### src/rtl/piso_deb_ctrl_if.sv
// Debug byte port between piso_deb_ctrl and the debug-port consumer.
// The controller qualifies the byte piso_deb presents on D_OUT.
interface piso_deb_ctrl_if;
    logic       DEB_VALID;
    logic       DEB_READY;
    logic [3:0] DEB_IDX;
    logic       DEB_LAST;

    modport master (
        output DEB_VALID,
        output DEB_IDX,
        output DEB_LAST,
        input  DEB_READY
    );

    modport slave (
        input  DEB_VALID,
        input  DEB_IDX,
        input  DEB_LAST,
        output DEB_READY
    );
endinterface

### src/rtl/piso_deb_ctrl.sv
// Sequencer for the debug PISO: runs one snapshot dump (clear, capture,
// shift NBYTES bytes under valid/ready), triggered by a host strobe or by
// a periodic auto trigger. Host strobe and auto trigger in the same cycle
// start a single dump.
module piso_deb_ctrl #(
    parameter int NBYTES      = 12,
    parameter int AUTO_PERIOD = 0,
    parameter int TMR_W       = 16
) (
    input  logic            CLKEXT,
    input  logic            RST_GLO,
    input  logic            DBG_START,
    input  logic            DBG_ABORT,
    input  logic            AUTO_EN,
    piso_deb_ctrl_if.master deb,
    output logic            EN_PISO_DEB,
    output logic            CLR_PISO_DEB,
    output logic            SHIFT_DEB,
    output logic            DBG_BUSY,
    output logic            DBG_DONE,
    output logic            DBG_ABORTED
);

    localparam int              SW        = $clog2(NBYTES + 1);
    localparam logic [SW-1:0]   SENT_MAX  = SW'(NBYTES);
    localparam logic [SW-1:0]   SENT_LAST = SW'(NBYTES - 1);
    localparam logic [3:0]      IDX_LAST  = 4'(NBYTES - 1);
    localparam bit              AUTO_ON   = (AUTO_PERIOD != 0);
    localparam logic [TMR_W-1:0] TMR_LAST = AUTO_ON ? TMR_W'(AUTO_PERIOD - 1) : '0;

    typedef enum logic [2:0] {
        S_IDLE,
        S_CLEAR,
        S_CAPTURE,
        S_SHIFT,
        S_DRAIN,
        S_DONE,
        S_ABORT
    } state_t;

    state_t           state;
    logic [SW-1:0]    sent;
    logic [TMR_W-1:0] timer;
    logic             pending;
    logic             tick;
    logic             trigger;
    logic             abort_hit;

    assign tick      = AUTO_ON && AUTO_EN && (timer == TMR_LAST);
    assign trigger   = DBG_START || pending || tick;
    assign abort_hit = DBG_ABORT && (state != S_IDLE) && (state != S_ABORT);

    // Shift request follows the downstream handshake combinationally so a
    // byte is only advanced when D_OUT is empty or being accepted; an abort
    // in the same cycle suppresses it so piso_deb never moves during abort.
    assign SHIFT_DEB = (state == S_SHIFT) && !DBG_ABORT && (sent < SENT_MAX) &&
                       (!deb.DEB_VALID || deb.DEB_READY);

    assign deb.DEB_LAST = deb.DEB_VALID && (deb.DEB_IDX == IDX_LAST);

    // Auto-trigger timer: free-runs while enabled, wraps after the last count.
    always_ff @(posedge CLKEXT) begin
        if (RST_GLO || !AUTO_ON || !AUTO_EN) begin
            timer <= '0;
        end else if (timer == TMR_LAST) begin
            timer <= '0;
        end else begin
            timer <= timer + TMR_W'(1);
        end
    end

    // Dump sequencer with registered piso_deb controls, handshake and pulses.
    always_ff @(posedge CLKEXT) begin
        if (RST_GLO) begin
            state         <= S_IDLE;
            sent          <= '0;
            pending       <= 1'b0;
            EN_PISO_DEB   <= 1'b0;
            CLR_PISO_DEB  <= 1'b0;
            DBG_BUSY      <= 1'b0;
            DBG_DONE      <= 1'b0;
            DBG_ABORTED   <= 1'b0;
            deb.DEB_VALID <= 1'b0;
            deb.DEB_IDX   <= '0;
        end else begin
            // NOTE: non-blocking throughout; later assignments in this block
            // deliberately override the defaults written at its top.
            CLR_PISO_DEB  <= 1'b0;
            DBG_DONE      <= 1'b0;
            DBG_ABORTED   <= 1'b0;
            deb.DEB_VALID <= SHIFT_DEB || (deb.DEB_VALID && !deb.DEB_READY);

            if (SHIFT_DEB) begin
                sent        <= sent + SW'(1);
                deb.DEB_IDX <= 4'(sent);
            end

            // A tick while busy is held as a single pending request.
            if (tick) begin
                pending <= 1'b1;
            end

            if (abort_hit) begin
                state         <= S_ABORT;
                CLR_PISO_DEB  <= 1'b1;
                EN_PISO_DEB   <= 1'b0;
                DBG_ABORTED   <= 1'b1;
                deb.DEB_VALID <= 1'b0;
            end else begin
                case (state)
                    S_IDLE: begin
                        if (trigger) begin
                            state         <= S_CLEAR;
                            CLR_PISO_DEB  <= 1'b1;
                            DBG_BUSY      <= 1'b1;
                            sent          <= '0;
                            pending       <= 1'b0;
                            deb.DEB_VALID <= 1'b0;
                        end
                    end
                    S_CLEAR: begin
                        state       <= S_CAPTURE;
                        EN_PISO_DEB <= 1'b1;
                    end
                    S_CAPTURE: begin
                        state <= S_SHIFT;
                    end
                    S_SHIFT: begin
                        if (SHIFT_DEB && (sent == SENT_LAST)) begin
                            state <= S_DRAIN;
                        end
                    end
                    S_DRAIN: begin
                        if (deb.DEB_VALID && deb.DEB_READY) begin
                            state       <= S_DONE;
                            EN_PISO_DEB <= 1'b0;
                            DBG_DONE    <= 1'b1;
                        end
                    end
                    S_DONE, S_ABORT: begin
                        state    <= S_IDLE;
                        DBG_BUSY <= 1'b0;
                    end
                    default: begin
                        state       <= S_IDLE;
                        EN_PISO_DEB <= 1'b0;
                        DBG_BUSY    <= 1'b0;
                    end
                endcase
            end
        end
    end

endmodule
### src/flat_wrapper.sv
// flat-port wrapper written by rule: the top's interface ports become plain ports
module piso_deb_ctrl_flat 
#(
    parameter int NBYTES      = 12,
    parameter int AUTO_PERIOD = 0,
    parameter int TMR_W       = 16
)
  (CLKEXT, RST_GLO, DBG_START, DBG_ABORT, AUTO_EN, EN_PISO_DEB, CLR_PISO_DEB, SHIFT_DEB, DBG_BUSY, DBG_DONE, DBG_ABORTED, deb_DEB_VALID, deb_DEB_IDX, deb_DEB_LAST, deb_DEB_READY);
  piso_deb_ctrl_if deb_i ();
  input  logic CLKEXT;
  input  logic RST_GLO;
  input  logic DBG_START;
  input  logic DBG_ABORT;
  input  logic AUTO_EN;
  output logic EN_PISO_DEB;
  output logic CLR_PISO_DEB;
  output logic SHIFT_DEB;
  output logic DBG_BUSY;
  output logic DBG_DONE;
  output logic DBG_ABORTED;
  output wire logic [$bits(deb_i.DEB_VALID)-1:0] deb_DEB_VALID;
  output wire logic [$bits(deb_i.DEB_IDX)-1:0] deb_DEB_IDX;
  output wire logic [$bits(deb_i.DEB_LAST)-1:0] deb_DEB_LAST;
  input wire logic [$bits(deb_i.DEB_READY)-1:0] deb_DEB_READY;
  assign deb_DEB_VALID = deb_i.DEB_VALID;
  assign deb_DEB_IDX = deb_i.DEB_IDX;
  assign deb_DEB_LAST = deb_i.DEB_LAST;
  assign deb_i.DEB_READY = deb_DEB_READY;
  piso_deb_ctrl #(.NBYTES(NBYTES), .AUTO_PERIOD(AUTO_PERIOD), .TMR_W(TMR_W)) u_core (.CLKEXT(CLKEXT), .RST_GLO(RST_GLO), .DBG_START(DBG_START), .DBG_ABORT(DBG_ABORT), .AUTO_EN(AUTO_EN), .deb(deb_i), .EN_PISO_DEB(EN_PISO_DEB), .CLR_PISO_DEB(CLR_PISO_DEB), .SHIFT_DEB(SHIFT_DEB), .DBG_BUSY(DBG_BUSY), .DBG_DONE(DBG_DONE), .DBG_ABORTED(DBG_ABORTED));
endmodule
### config.mk
export PLATFORM = sky130hd
export DESIGN_NAME = piso_deb_ctrl_flat
export DESIGN_NICKNAME = d
export VERILOG_FILES = /design/src/rtl/piso_deb_ctrl_if.sv /design/src/rtl/piso_deb_ctrl.sv /design/src/flat_wrapper.sv
export SDC_FILE = /design/constraint.sdc
export NUM_CORES = 1
export LEC_CHECK = 0
export CORE_UTILIZATION = 42
export DETAILED_ROUTE_END_ITERATION = 7
export HOLD_SLACK_MARGIN = 0.03
export PLACE_DENSITY = 0.72
export SLEW_MARGIN = 20
export SYNTH_ARGS = -nofsm -noshare
export SYNTH_HDL_FRONTEND = slang
export SYNTH_SLANG_ARGS = --single-unit
### constraint.sdc
create_clock -name CLKEXT -period 1.5 [get_ports CLKEXT]
set_input_delay 0.225 -clock CLKEXT [delete_from_list [all_inputs] [get_ports CLKEXT]]
set_output_delay 0.225 -clock CLKEXT [all_outputs]
set_load 0.01 [all_outputs]
After elaboration in Yosys (flattened, before gate mapping)
Index checks and enable logic that the tools add are counted.

operators by class
  add/sub/neg operators = 1
  multiply operators = 0
  divide/modulo/power cells = 0
  order comparisons = 1
  eq/ne operators = 15
  shift operators = 0
  mux-type cells = 20
  bitwise operators = 4
  reduce and logical (&&, ||, !) cells = 24

operators by type and width
  operator                                                number
  2-to-1 mux 4 bit                                        4
  case mux 3 bit (5 select lines)                         1
  2-to-1 mux 3 bit                                        4
  == test 3 bit (second input constant)                   3
  logical AND 1 bit                                       9
  2-to-1 mux 1 bit                                        9
  AND reduction 3 bit                                     3
  == test 4 bit (second input constant)                   2
  == test 3 x 2 -> 1 bit (second input constant)          2
  inequality test 3 x 1 -> 1 bit (second input constant)  2
  OR reduction 5 bit                                      1
  adder 4 x 1 -> 4 bit (second input constant)            1
  < comparator 4 bit (second input constant)              1
  inequality test 2 x 1 -> 1 bit (second input constant)  2
  inverter 1 bit                                          4
  OR reduction 4 bit                                      1
  == test 3 x 1 -> 1 bit (second input constant)          1
  logical NOT 1 bit                                       3
  logical NOT 3 bit                                       1
  inequality test 3 x 2 -> 1 bit (second input constant)  1
  inequality test 3 bit (second input constant)           1
  case mux 1 bit (3 select lines)                         1
  nonzero test 3 bit                                      1
  OR reduction 3 bit                                      1
  other kinds (5)                                         6

storage, ports and cells
  register bits after elaboration = 17
  bits in latches = 0
  bits in writable memories = 0
  ROM bits = 0
  input bits = 6
  output and inout port bits = 12
  memories = 0

Logic depth before layout (Yosys ltp)
Gate-level depths: netlist of run 1.

  depth in word-level cells = 8
  depth in mapped cells = 6
  mapped depth without buffers = 5

Least setup slack after synthesis of run 1
No wires, ideal clock.

  kind = flip-flop to flip-flop
  start point = register u_core.deb.DEB_VALID
  end point = register u_core.sent[3]
  data arrival time = 1.354 ns
  data required time = 1.383 ns
  path slack = 0.028 ns
  stages on the path, launching flop included = 6
  path buffers = 0
  period minus slack after synthesis = 1.472 ns
  cells stage by stage = dfxtp_1 nor2b_1 a2111o_1 clkinv_1 a41oi_1 nor2_1

on the way
  cells in the longest elaborated chain, start to end = 7

ends and longest elaborated chain
  item                    line                    source
  start, declared         piso_deb_ctrl_if.sv:10  output DEB_VALID,
  start signal, assigned  piso_deb_ctrl.sv:91     deb.DEB_VALID <= SHIFT_DEB || (deb.DEB_VALID && !deb.DEB_READY);
  logical NOT 1 bit *     piso_deb_ctrl.sv:57     (!deb.DEB_VALID || deb.DEB_READY);
  logical OR 1 bit *      piso_deb_ctrl.sv:57
  logical AND 1 bit *     piso_deb_ctrl.sv:56     assign SHIFT_DEB = (state == S_SHIFT) && !DBG_ABORT && (sent < SENT_MAX) &&
  net SHIFT_DEB           flat_wrapper.sv:17      output logic SHIFT_DEB;
  2-to-1 mux 4 bit *      piso_deb_ctrl.sv:93     if (SHIFT_DEB) begin
  2-to-1 mux 4 bit        piso_deb_ctrl.sv:112    if (trigger) begin
  2-to-1 mux 4 bit        piso_deb_ctrl.sv:110    case (state)
  2-to-1 mux 4 bit *      piso_deb_ctrl.sv:103    if (abort_hit) begin
  end signal, assigned    piso_deb_ctrl.sv:94     sent <= sent + SW'(1);
  end, declared           piso_deb_ctrl.sv:42     logic [SW-1:0] sent;

Mark *: on every way through the listed nets, which the timed path passes. The rest lies on a longest branch.
A chain may end at the register's enable or synchronous reset.

Final worst setup path of run 1
  start point = register u_core.deb.DEB_VALID
  end point = output SHIFT_DEB

on the way
  cells in the longest elaborated chain, start to end = 3

ends and longest elaborated chain
  item               line
  logical NOT 1 bit  piso_deb_ctrl.sv:57
  logical OR 1 bit   piso_deb_ctrl.sv:57
  logical AND 1 bit  piso_deb_ctrl.sv:56
  end, declared      flat_wrapper.sv:17

Every way passes these cells.

==> summary.txt, run 1 <==
Run status
  – Status: finished, violations left
  – Failing checks: negative setup slack

Route
  – First drt pass iteration count: 4
  – Routed len/inst: 12.3 um
  – Post-route ant nets: 0
  – Detailed Route Iter0 Violations: 26
  – Wirelength, routed: 1890 um
  – Vias: 788
  – Residual DRC: 0
  – Via density: 5.12

Floorplan
  – IO Pins: 18
  – Starting Density: 0.473
  – Core ar.: 0.00159 mm2
  – Die X: 44.4 um
  – Row Count: 14
  – Die H: 44.4 um
  – DIE AREA: 0.00197 mm2

STA
  – Setup violations, final: 2
  – Fmax: 0.643 GHz
  – Unrepaired setup endpoints after global routing: true
  – Slew headroom: 0.799
  – Max-slew violations: 0
  – Tcrit/Tclk final: 1.04
  – Worst Slack Setup Final: -0.0553 ns
  – Hold WS: 0.438 ns
  – Final Skew: 0.00473 ns
  – Fin crit period: 1.56 ns
  – Worst-margin pin slew: 0.300 ns
  – Final-report hold violation count: 0

Clocking
  – Root Buffer: clkbuf_4
  – TritonCTS clock tree: yes
  – H-tree depth: 1
  – CTS sink cnt: 17
  – Num CTS Buffers: 3
  – Worst-Skew Late Latency: 0.29 ns
  – Clk buf depth: 2
  – Hold buffers post-CTS: 0
  – Clock transition at path regs: 0.10 ns

Placement
  – Final GP Congestion: 0.854
  – Post-DP HPWL: 1400 um
  – IO buf count: 16

Worst hold path
  – Hold Path Class: in -> reg

Worst setup path
  – Critical path startpoint category: flip-flop
  – Setup crit end kind: output pin
  – CP arrival: 1.33 ns
  – CP Data Required Time: 1.27 ns
  – Critical path class: reg -> out
  – CP Max Fanout: 2

Synthesis
  – Netlist Area Pre-Place: 753 um2
  – Syn Inst Count: 94
  – Distinct cells, synth: 26
  – Mapped Avg Cell Area: 8.01 um2
  – Synth Register Bits: 17
  – Yosys warns: 0
  – Syn_nets: 101
  – Sequential area share after synthesis: 0.452

Final layout
  – Most frequent cells in the layout: nand2_1, buf_4, dfxtp_1
  – Area growth, synth to finish: 50.2%
  – Fin nets: 138
  – Fraction of layout cells with a size suffix above 1: 0.254
  – Antenna cell count: 0
  – Fillers: 130
  – Most common library cell in the layout ignoring fill and taps: nand2_1

Global route
  – Global-route usage over all layers: 0.225
  – Initial antenna violation count: 0
  – Number of global-route vias before repair: 730
  – First-pass GRT wire length: 3270 um
  – Largest net degree at the start of global routing: 12
  – Congestion Overflow GR: 0

Pwr
  – P_sw: 0.000322 W
  – Combinational group share of total power: 0.298
  – Internal power: 0.000756 W
  – Maximum vdd drop: 0.000661 V
  – Flop pwr share: 0.475
  – Power, Total: 0.00108 W
  – Pwr Density: 953 mW/mm2
  – Switching fraction of total power: 0.299
  – Clock share of power: 0.227
  – Pleak: 0.479 nW

Run
  – Number of max-cap violations: 0
## registers in the layout, summed over array words and instances (netlist names)
signal and flops:
u_core.sent 4, u_core.EN_PISO_DEB 1, u_core.DBG_ABORTED 1, u_core.state 3, u_core.deb.DEB_VALID 1, u_core.DBG_BUSY 1, u_core.CLR_PISO_DEB 1, u_core.deb.DEB_IDX 4
u_core.DBG_DONE 1
## worst paths after layout
kind,slack (ns),cells past startpoint,to,startpoint
max,-0.06,4,SHIFT_DEB,u_core.deb.DEB_VALID
min reg2reg,0.47,2,u_core.DBG_BUSY,u_core.DBG_BUSY
max reg2reg,-0.02,5,u_core.sent[2],u_core.deb.DEB_VALID
min,0.44,4,u_core.DBG_ABORTED,DBG_ABORT
## area by class of cell
cell class,count,area (um2),area share
inverter,3,12.5,0.0111
clock buffer,4,26.3,0.0232
tap,24,30.0,0.0265
multi-input combinational,71,418,0.369
sequential,17,343,0.303
timing repair buffer,35,302,0.267
## timing repair
action / 4_1_cts / 5_1_grt
pin swaps: 1 / 3
setup buffers: 2 / 1
endpoints found under the setup margin: 4 / 6
resized for setup: 20 / 6
## power by group through the flow
stage / logic, W / registers [W] / clock network (W)
6_report: 0.000321 / 0.000512 / 0.000245
5_1_grt: 0.000354 / 0.000516 / 0.000266
4_1_cts: 0.000305 / 0.000513 / 0.000246
3_5_place_dp: 0.000300 / 0.000519 / 0
3_3_place_gp: 0.000288 / 0.000518 / 0
2_1_floorplan: 0.000152 / 0.000535 / 0
## cell families after synthesis
family | synth area share
DFF | 0.452
AOI/OAI and AO/OA | 0.214
and+or+nand+nor | 0.274
xor gates and xnor gates | 0.0116
buffers and inverters | 0.0316
adders and majority gates | 0.0166
## routing by layer
layer | part of all wire | track usage | wire [um]
met1 | 0.49 | 0.308 | 923
met2 | 0.47 | 0.356 | 891
met3 | 0.037 | 0.0490 | 70
met4 | 0.0042 | 0.0667 | 8
met5 | 0 | 0 | 0
## worst max-delay path, stage by stage (launching register included)
cell and delay, ns:
dfxtp_2 0.34, nor2b_4 0.13, a2111o_1 0.40, clkinv_2 0.08
buf_6 0.09
## stage by stage
stage          worst slack [ns]   util  std cells  TNS (ns)  instance area (um2)
3_3_place_gp             -0.478  0.659        147     -2.01                 1050
4_1_cts                 -0.0472  0.695        153   -0.0472                 1110
3_5_place_dp             -0.497  0.659        147     -2.39                 1050
5_1_grt                  -0.103  0.710        154    -0.187                 1130
2_1_floorplan            0.0285      -         94         0                  753
6_report                -0.0553  0.710        154   -0.0747                 1130
## cell usage after synthesis
master,n,area [um2]
nand2_1,22,82.6
nand4_1,1,6.26
a211oi_1,2,15.0
clkbuf_1,2,7.51
a41oi_1,1,8.76
o21ba_2,1,10.0
and2b_1,1,7.51
a2111o_1,1,11.3
ha_1,1,12.5
a31oi_1,1,6.26
nor4_1,1,6.26
nor4bb_1,1,10.0
clkbuf_2,1,5.00
nor2_1,7,26.3
a21boi_0,1,7.51
nor2b_1,4,25.0
dfxtp_1,17,340
or3_1,2,12.5
inv_1,2,7.51
a21oi_1,9,45.0
xnor2_1,1,8.76
a21o_1,3,22.5
clkinv_1,1,3.75
o21ai_0,7,35.0
nand2b_1,2,12.5
and3b_1,2,17.5
Power figures use the tool's default switching activity.
==> run 2: changes to the inputs <==
- TNS_END_PERCENT: default -> 100
==> results of run 2 <==
The final DEF is identical to that of run 1; final timing and power are the same.
